### config.mk
export PLATFORM = sky130hd
export DESIGN_NAME = gru_seq_feeder
export DESIGN_NICKNAME = d
export VERILOG_FILES = /design/src/rtl/gru_seq_feeder.sv
export SDC_FILE = /design/constraint.sdc
export NUM_CORES = 2
export LEC_CHECK = 0
export ABC_AREA = 1
export ABC_CLOCK_PERIOD_IN_PS = 10700
export BUFFER_PORTS_ARGS = -buffer_cell sky130_fd_sc_hd__buf_2
export CAP_MARGIN = 10
export CORE_MARGIN = 3
export CORE_UTILIZATION = 51
export CTS_CLUSTER_DIAMETER = 40
export CTS_CLUSTER_SIZE = 12
export DETAILED_ROUTE_END_ITERATION = 6
export PLACE_DENSITY = 0.67
export SLEW_MARGIN = 0
export SYNTH_ARGS = -nofsm -noshare
export SYNTH_HDL_FRONTEND = slang
export SYNTH_SLANG_ARGS = --single-unit
### constraint.sdc
create_clock -name clk -period 10.7 [get_ports clk]
set_input_delay 2.14 -clock clk [delete_from_list [all_inputs] [get_ports clk]]
set_output_delay 2.14 -clock clk [all_outputs]
set_load 0.02 [all_outputs]
### src/rtl/gru_seq_feeder.sv
// Ping-pong sequence buffer feeding the GRU cell one timestep per STEP_CYCLES cycles.
// Optional GRU_FEED_HOLD_EN: x_t holds its last vector while idle instead of zeroing.
module gru_seq_feeder #(
    parameter int X_SIZE      = 6,
    parameter int SEQ_LEN     = 15,
    parameter int WIDTH       = 16,
    parameter int STEP_CYCLES = 19
) (
    input  logic                      clk,
    input  logic                      reset,
    input  logic                      in_valid,
    output logic                      in_ready,
    input  logic [X_SIZE*WIDTH-1:0]   in_data,
    output logic [X_SIZE*WIDTH-1:0]   x_t,
    output logic                      x_valid,
    output logic                      seq_first,
    output logic                      seq_last,
    output logic                      seq_done
);

    localparam int VEC_W  = X_SIZE * WIDTH;
    localparam int IDX_W  = (SEQ_LEN > 1) ? $clog2(SEQ_LEN) : 1;
    localparam int HOLD_W = (STEP_CYCLES > 1) ? $clog2(STEP_CYCLES) : 1;
    localparam int ADDR_W = $clog2(2 * SEQ_LEN);
    localparam logic [IDX_W-1:0]  LAST_STEP = IDX_W'(SEQ_LEN - 1);
    localparam logic [HOLD_W-1:0] LAST_HOLD = HOLD_W'(STEP_CYCLES - 1);

    typedef enum logic {
        IDLE = 1'b0,
        PLAY = 1'b1
    } state_e;

    // Bank b occupies entries [b*SEQ_LEN, b*SEQ_LEN + SEQ_LEN - 1]
    logic [VEC_W-1:0] mem [0:2*SEQ_LEN-1];

    state_e            state_q, state_d;
    logic [1:0]        full_q, full_d;
    logic              wb_q, wb_d;
    logic              rb_q, rb_d;
    logic [IDX_W-1:0]  wr_idx_q, wr_idx_d;
    logic [IDX_W-1:0]  step_q, step_d;
    logic [HOLD_W-1:0] hold_q, hold_d;
    logic [VEC_W-1:0]  x_t_q, x_t_d;
    logic              x_valid_q, x_valid_d;
    logic              first_q, first_d;
    logic              last_q, last_d;
    logic              done_pre_q, done_pre_d;
    logic              done_q, done_d;

    logic              accept;
    logic              play_end;
    logic [ADDR_W-1:0] wr_addr;
    logic [ADDR_W-1:0] rd_addr;

    assign in_ready = !full_q[wb_q];
    assign accept   = in_valid && in_ready;
    assign play_end = (state_q == PLAY) && (step_q == LAST_STEP) && (hold_q == LAST_HOLD);
    assign wr_addr  = wb_q ? (ADDR_W'(SEQ_LEN) + ADDR_W'(wr_idx_q)) : ADDR_W'(wr_idx_q);
    assign rd_addr  = rb_q ? (ADDR_W'(SEQ_LEN) + ADDR_W'(step_q)) : ADDR_W'(step_q);

    // Loader and full flags; set and clear always target different banks
    always_comb begin
        full_d   = full_q;
        wr_idx_d = wr_idx_q;
        wb_d     = wb_q;
        if (accept) begin
            if (wr_idx_q == LAST_STEP) begin
                wr_idx_d       = '0;
                wb_d           = !wb_q;
                full_d[wb_q]   = 1'b1;
            end else begin
                wr_idx_d = wr_idx_q + 1'b1;
            end
        end
        if (play_end) begin
            full_d[rb_q] = 1'b0;
        end
    end

    always_comb begin
        state_d = state_q;
        step_d  = step_q;
        hold_d  = hold_q;
        rb_d    = rb_q;
        case (state_q)
            IDLE: begin
                if (full_q[rb_q]) begin
                    state_d = PLAY;
                    step_d  = '0;
                    hold_d  = '0;
                end
            end
            PLAY: begin
                if (hold_q == LAST_HOLD) begin
                    hold_d = '0;
                    if (step_q == LAST_STEP) begin
                        step_d = '0;
                        rb_d   = !rb_q;
                        if (!full_q[!rb_q]) begin
                            state_d = IDLE;
                        end
                    end else begin
                        step_d = step_q + 1'b1;
                    end
                end else begin
                    hold_d = hold_q + 1'b1;
                end
            end
            default: state_d = IDLE;
        endcase
    end

    // Output stage lags the FSM by one cycle; seq_done needs one more so it
    // lands after the final presented cycle rather than on it.
    always_comb begin
        x_valid_d  = (state_q == PLAY);
        first_d    = (state_q == PLAY) && (step_q == '0);
        last_d     = (state_q == PLAY) && (step_q == LAST_STEP);
        done_pre_d = play_end;
        done_d     = done_pre_q;
        if (state_q == PLAY) begin
            x_t_d = mem[rd_addr];
        end else begin
`ifdef GRU_FEED_HOLD_EN
            x_t_d = x_t_q;
`else
            x_t_d = '0;
`endif
        end
    end

    always_ff @(posedge clk) begin
        if (reset) begin
            state_q    <= IDLE;
            full_q     <= '0;
            wb_q       <= 1'b0;
            rb_q       <= 1'b0;
            wr_idx_q   <= '0;
            step_q     <= '0;
            hold_q     <= '0;
            x_t_q      <= '0;
            x_valid_q  <= 1'b0;
            first_q    <= 1'b0;
            last_q     <= 1'b0;
            done_pre_q <= 1'b0;
            done_q     <= 1'b0;
        end else begin
            state_q    <= state_d;
            full_q     <= full_d;
            wb_q       <= wb_d;
            rb_q       <= rb_d;
            wr_idx_q   <= wr_idx_d;
            step_q     <= step_d;
            hold_q     <= hold_d;
            x_t_q      <= x_t_d;
            x_valid_q  <= x_valid_d;
            first_q    <= first_d;
            last_q     <= last_d;
            done_pre_q <= done_pre_d;
            done_q     <= done_d;
        end
    end

    always_ff @(posedge clk) begin
        if (accept) begin
            mem[wr_addr] <= in_data;
        end
    end

    assign x_t       = x_t_q;
    assign x_valid   = x_valid_q;
    assign seq_first = first_q;
    assign seq_last  = last_q;
    assign seq_done  = done_q;

endmodule

After elaboration in Yosys (flattened, before gate mapping):

Memory sizes are Yosys's and may differ from the RTL's. A register that Yosys moved wholly into a read port is not among the register bits.
Cells that the tools add are included.
Widths: inputs -> output; s select.

* flip-flop bits (word level): 23
* bits in writable memories: 2880
* bits of input ports: 99
* output and inout bits: 101
* logic and storage cells: 76
* memories kept: 1

* $add $sub $neg: 5
* order comparisons: 5
* eq/ne operators: 5
* mux-type cells: 30
* bitwise gates (word level): 4
* reductions and logical operators: 14

Memories
* mem: depth 30, width 96, rd ports 1, clocked after memory_dff 1, write ports 1, RTL line 34 `logic [VEC_W-1:0] mem [0:2*SEQ_LEN-1];`

Operator list (number)
* $mux 5: 4
* $mux 4: 4
* $mux 1: 14
* $add 4x4->5 const A: 2
* $pmux 5 s2: 1
* $add 4x1->4 const B: 2
* $eq 4x4->1 const B: 2
* $pmux 4 s2: 1
* $logic_and 1x1->1: 6
* $lt 1x2->1 const B: 3
* $mux 2: 3
* $add 5x1->5 const B: 1
* $eq 5x5->1 const B: 1
* $logic_not 4->1: 1
* $reduce_and 2->1: 2
* $logic_not 1->1: 3
* $reduce_and 3->1: 1
* $and 2x2->2: 1
* $demux 1 s1: 2
* $ge 1x1->1 const B: 2
* $ne 2x1->1 const B: 1
* $ne 2x2->1 const B: 1
* $not 2->2: 1
* $or 2x2->2: 1
* other kinds (3): 3

Logic depth before layout (Yosys ltp):

* depth in word-level cells: 9
* gate-level depth with buffers: 14
* mapped depth without buffers: 12

Least setup slack after synthesis:

No wires, ideal clock.

* path type: input port to flip-flop
* from: in in_valid
* to: mem mem[12][0] (netlist bit) (enable)
* setup time: 0.552 ns
* arrival time: 6.649 ns
* data required time: 10.148 ns
* setup slack: 3.499 ns
* cell stages on the path: 4
* path buffers: 0
* cell sequence: nand2_1 nor2_1 nand2_1 nor2_1

* cells in the longest elaborated chain, start to end: 3

RTL lines
* start: declaration: RTL line 11 `input logic in_valid,`
* $logic_and 1x1->1: RTL line 56 `assign accept = in_valid && in_ready;`
* $mux 1: RTL line 165 `if (accept) begin`
* $mux 1 (implied by the code): RTL line 166 `mem[wr_addr] <= in_data;`
* end: declaration: RTL line 34

No other way between the ends.

Worst setup path after layout:

* from: reg step_q[0]
* to: reg x_t_q[24] (netlist: x_t[24]), read port of mem

* cells in the longest elaborated chain, start to end: 2

RTL lines
* start: declaration: RTL line 41 `logic [IDX_W-1:0] step_q, step_d;`
* start signal: assignment: RTL line 153 `step_q <= step_d;`
* $add 4x4->5: RTL line 59 `assign rd_addr = rb_q ? (ADDR_W'(SEQ_LEN) + ADDR_W'(step_q)) : ADDR_W'(step_q);`
* $mux 5 *: RTL line 59
* end: declaration: RTL line 43 `logic [VEC_W-1:0] x_t_q, x_t_d;`

Mark *: on every way between the ends. The rest lies on a longest branch, timed or not.
A chain may end at the register's enable or synchronous reset.

==> impl_results.md <==
- Result of the run: finished, violations left
- Failing checks: design-rule violations
- Via-per-instance ratio: roughly 5.5
- Max_slew headroom: 0.157
- Number of design-rule violations left by the first detailed-router iteration: 11.0k
- DP Wirelength: ~170000 um
- Worst Setup Slack, final: 5.35 ns
- Number of sinks on the clock net: 2999
- Final design utilization: 0.587
- Synthesis Warnings: 0
- Met3 layer wire length in the routed design: 38700 um
- Cell area after technology mapping: around 130000 sq um
- Overflow after GRT: 0
- Logic depth of the worst register-to-register path: 13
- WL per Instance: 22.2 um
- Top cells by area, synth: sky130_fd_sc_hd__edfxtp_1 (67%), sky130_fd_sc_hd__nand3_1 (11%), sky130_fd_sc_hd__inv_1 (7.9%)
- Setup repair bufs after CTS: 0
- Clock tree buffer depth: 4
- Number of gates on the worst path with buffers counted: 13
- Critical Path Max Stage Delay: roughly 0.9 ns
- WL met1: about 140000 um
- Area growth, synth to finish: 14.3%
- Slew at the pin closest to its max-slew limit: 1.26 ns
- Die Wd: around 510 um
- H-tree Lvls: 5
- Yosys reg bits: around 3k
- Static Leakage: approximately 63 nW
- Highest attainable clock frequency: 187 MHz
- Area of the die: 260000 sq um
- Share of synthesized area occupied by flip-flops and latches: 0.687
- Overall routing resource usage: 0.276
- I/O Pins: 200
- Proportion of layout cells with a drive suffix above 1: 0.0828
- Worst path slowest cell: sky130_fd_sc_hd__buf_4
- Synth Net Count: 12.6k
- Clock transition at path regs: 0.06 ns
- Global-route wire length before repair: 543000 um
- Skew-Pair Late Insertion Delay: 1.00 ns
- Max-slew violation count: 0
- Data arrival time of the critical path: 6.15 ns
- Final clock period utilization by the worst path: 0.500
- Number of max-cap violations: 0
- Placement row count: 184
- Placer congestion estimate: 0.801
- Worst setup path class: reg2reg
- Residual DRC: 1
- CP cell instances: inv_2 > ha_1 > nand2_1 > nand2_1 > nand2_8 > buf_4 > buf_4 > buf_4 > nand3_1 > nand3_1 > nand2_1 > nor2_1 > nor2_1
- Routed WL: 362000 um
- Routed length on met2: 170000 um
- Setup Viol. Count Final: 0
- FF-to-FF End: x_t[24]
- Worst setup skew after layout: 0.0725 ns
- Cells resized by post-CTS repair: 0
- Library cell used as clock root buffer: sky130_fd_sc_hd__clkbuf_16
- Critical Path Sink Type: flip-flop
- Maximum number of pins on one net before global-route repair: between 200 and 250
- Top cell type by total area after synthesis: sky130_fd_sc_hd__edfxtp_1
- Critical hold path startpoint: done_d
- Number of buffers added on ports: roughly 200
- Die outline height: about 510 um
- Setup slack of the most critical reg-to-reg path: 5.35 ns
- Top sig layer: met5
- Detail Route Antenna Nets: 0
- Hold buffer count at cts: 0
- Synthesized instance count: around 13k
- Standard cell core area: 252000 sq um
- Pwr Density: 187 nW/um^2
- Req. time, crit path: ~12 ns
- Initial antenna violation count: 27
- End point of the worst hold path: seq_done
- CTS tree: built
- Launch point of the worst reg-to-reg path: step_q[0]
- Peak supply drop: 0.152 mV
- CTS Buf Count: around 430
- Hold/Removal Path Class: reg2reg
- Via count of the first global-routing pass: a little under 90k
- Syn Area/Cell: 10.3 sq um
- Worst path bufs/invs: 4
- RSZ-0062 raised after global routing: no
- Number of unique standard cell types used by synthesis: 29
- Startpoint class of the critical path: flip-flop
- Maximum fanout along the worst path: 64
- 1st-pass router iterations: 7
- Worst slack at placement: 4.61 ns
- Kind of cell adding the most delay to the critical path: buffers and inverters
- Area share of the leading cell type in the synthesized netlist: 0.669
- Cell count of the worst hold path: 2
- Count of endpoints failing hold in the final timing report: 0
- Effective utilization at floorplan: 0.513
- Count of nets after finishing: 12.7k
- Total Negative Setup Slacks: 0 ns
- Clock period minus worst slack: 5.35 ns
- Via Count: 90.2k
## logic make-up (layout without fill, tap and decap cells)
| logic type | Yosys count | after routing | share of synthesized area |
|---|---|---|---|
| simple gates | 5982 | 5982 | 0.204 |
| flops | 2999 | 2999 | 0.687 |
| compound gates | 140 | 140 | 0.00553 |
| buf+inv | 3402 | 3818 | 0.101 |
| fa+ha+maj | 9 | 9 | 0.000871 |
| other cells | 0 | 13 | 0 |
| mux | 1 | 1 | 0.0000774 |
| xor+xnor | 6 | 6 | 0.000407 |
## worst min-delay path: stages (launching register included)
cell                      delay [ns]
sky130_fd_sc_hd__dfxtp_1        0.29
sky130_fd_sc_hd__inv_1          0.04
sky130_fd_sc_hd__nor2_1         0.04
## synthesized netlist by cell type
master                     instances
sky130_fd_sc_hd__a211oi_1          1
sky130_fd_sc_hd__a21oi_1         104
sky130_fd_sc_hd__a31oi_1           2
sky130_fd_sc_hd__buf_1           100
sky130_fd_sc_hd__buf_2           260
sky130_fd_sc_hd__buf_4             5
sky130_fd_sc_hd__clkbuf_1        328
sky130_fd_sc_hd__dfxtp_1         119
sky130_fd_sc_hd__edfxtp_1       2880
sky130_fd_sc_hd__ha_1              9
sky130_fd_sc_hd__inv_1          2706
sky130_fd_sc_hd__inv_2             3
sky130_fd_sc_hd__mux2i_1           1
sky130_fd_sc_hd__nand2_1        2682
sky130_fd_sc_hd__nand2_2           2
sky130_fd_sc_hd__nand3_1        2905
sky130_fd_sc_hd__nand3b_1         83
sky130_fd_sc_hd__nand4_1           2
sky130_fd_sc_hd__nor2_1          297
sky130_fd_sc_hd__nor3_1            8
sky130_fd_sc_hd__nor3b_1           1
sky130_fd_sc_hd__nor4_1            1
sky130_fd_sc_hd__o21ai_0          29
sky130_fd_sc_hd__o21ai_2           1
sky130_fd_sc_hd__o22ai_1           2
sky130_fd_sc_hd__o31ai_1           1
sky130_fd_sc_hd__or2_2             1
sky130_fd_sc_hd__xnor2_1           3
sky130_fd_sc_hd__xor2_1            3
## through the flow
stage / area (sq um) / total power [mW] / cells / hold slack, ns
after detailed placement: 133000 / 13.5 / 15500 / 0.421
final: 148000 / 27.6 / 16300 / 0.420
after CTS: 148000 / 27.8 / 16300 / 0.422
after floorplan: 129000 / 13.3 / 12500 / 0.388
after global routing: 148000 / 28.3 / 16300 / 0.461
after global placement: 133000 / 13.5 / 15500 / 0.412
## sequential cells by signal (all words and copies together), names as in the netlist, 2 cells and up
signal / flops
mem: 2880
step_q: 4
x_t: 96
wr_idx_q: 4
hold_q: 5
full_q: 2
## layout make-up
type / count / area [sq um]
multi-input combinational: 6138 / 27600
fill: 20200 / 104000
clock inverter: 291 / 3490
antenna: 13 / 32.5
tap: 3348 / 4190
inverter: 2709 / 10200
sequential: 2999 / 88900
timing repair buffer: 333 / 2240
clock buffer: 485 / 11100
## power by group
group | total [mW] | switching, mW | leakage [nW] | internal, mW
Clock | 14.3 | 5.25 | 7.06 | 9.05
Sequential | 12.9 | 0.0127 | 26.9 | 12.9
Combinational | 0.366 | 0.304 | 29.0 | 0.0615
Total | 27.6 | 5.56 | 63.0 | 22.0
## layer usage
| metal | vias up | global-route usage |
|---|---|---|
| met5 | - | 0 |
| met4 | 10 | 0.0942 |
| met3 | 735 | 0.0514 |
| met2 | 4959 | 0.446 |
| met1 | 43600 | 0.378 |
| li1 | 41000 | - |
## placed cells by master (no fill, tap or decap), types with 40 or more instances in the layout
cell / instances
sky130_fd_sc_hd__clkinv_2: 57
sky130_fd_sc_hd__nor2_1: 266
sky130_fd_sc_hd__inv_1: 2703
sky130_fd_sc_hd__clkbuf_1: 41
sky130_fd_sc_hd__nand3b_1: 83
sky130_fd_sc_hd__buf_4: 115
sky130_fd_sc_hd__nand2_1: 2675
sky130_fd_sc_hd__nand3_1: 2905
sky130_fd_sc_hd__inv_6: 44
sky130_fd_sc_hd__dfxtp_1: 119
sky130_fd_sc_hd__bufinv_16: 65
sky130_fd_sc_hd__buf_2: 199
sky130_fd_sc_hd__clkinv_1: 43
sky130_fd_sc_hd__edfxtp_1: 2880
sky130_fd_sc_hd__clkinvlp_4: 40
sky130_fd_sc_hd__a21oi_1: 104
sky130_fd_sc_hd__clkbuf_16: 431
## worst max-delay path by stage
stage,endpoint,startpoint
floorplan,mem[12][0],in_valid
global placement,mem[7][1],in_valid
detailed placement,mem[7][1],in_valid
CTS,x_t[24],step_q[0]
global route,x_t[20],step_q[0]
finish,x_t[24],step_q[0]
No activity file was read; power rests on OpenSTA's default activity.
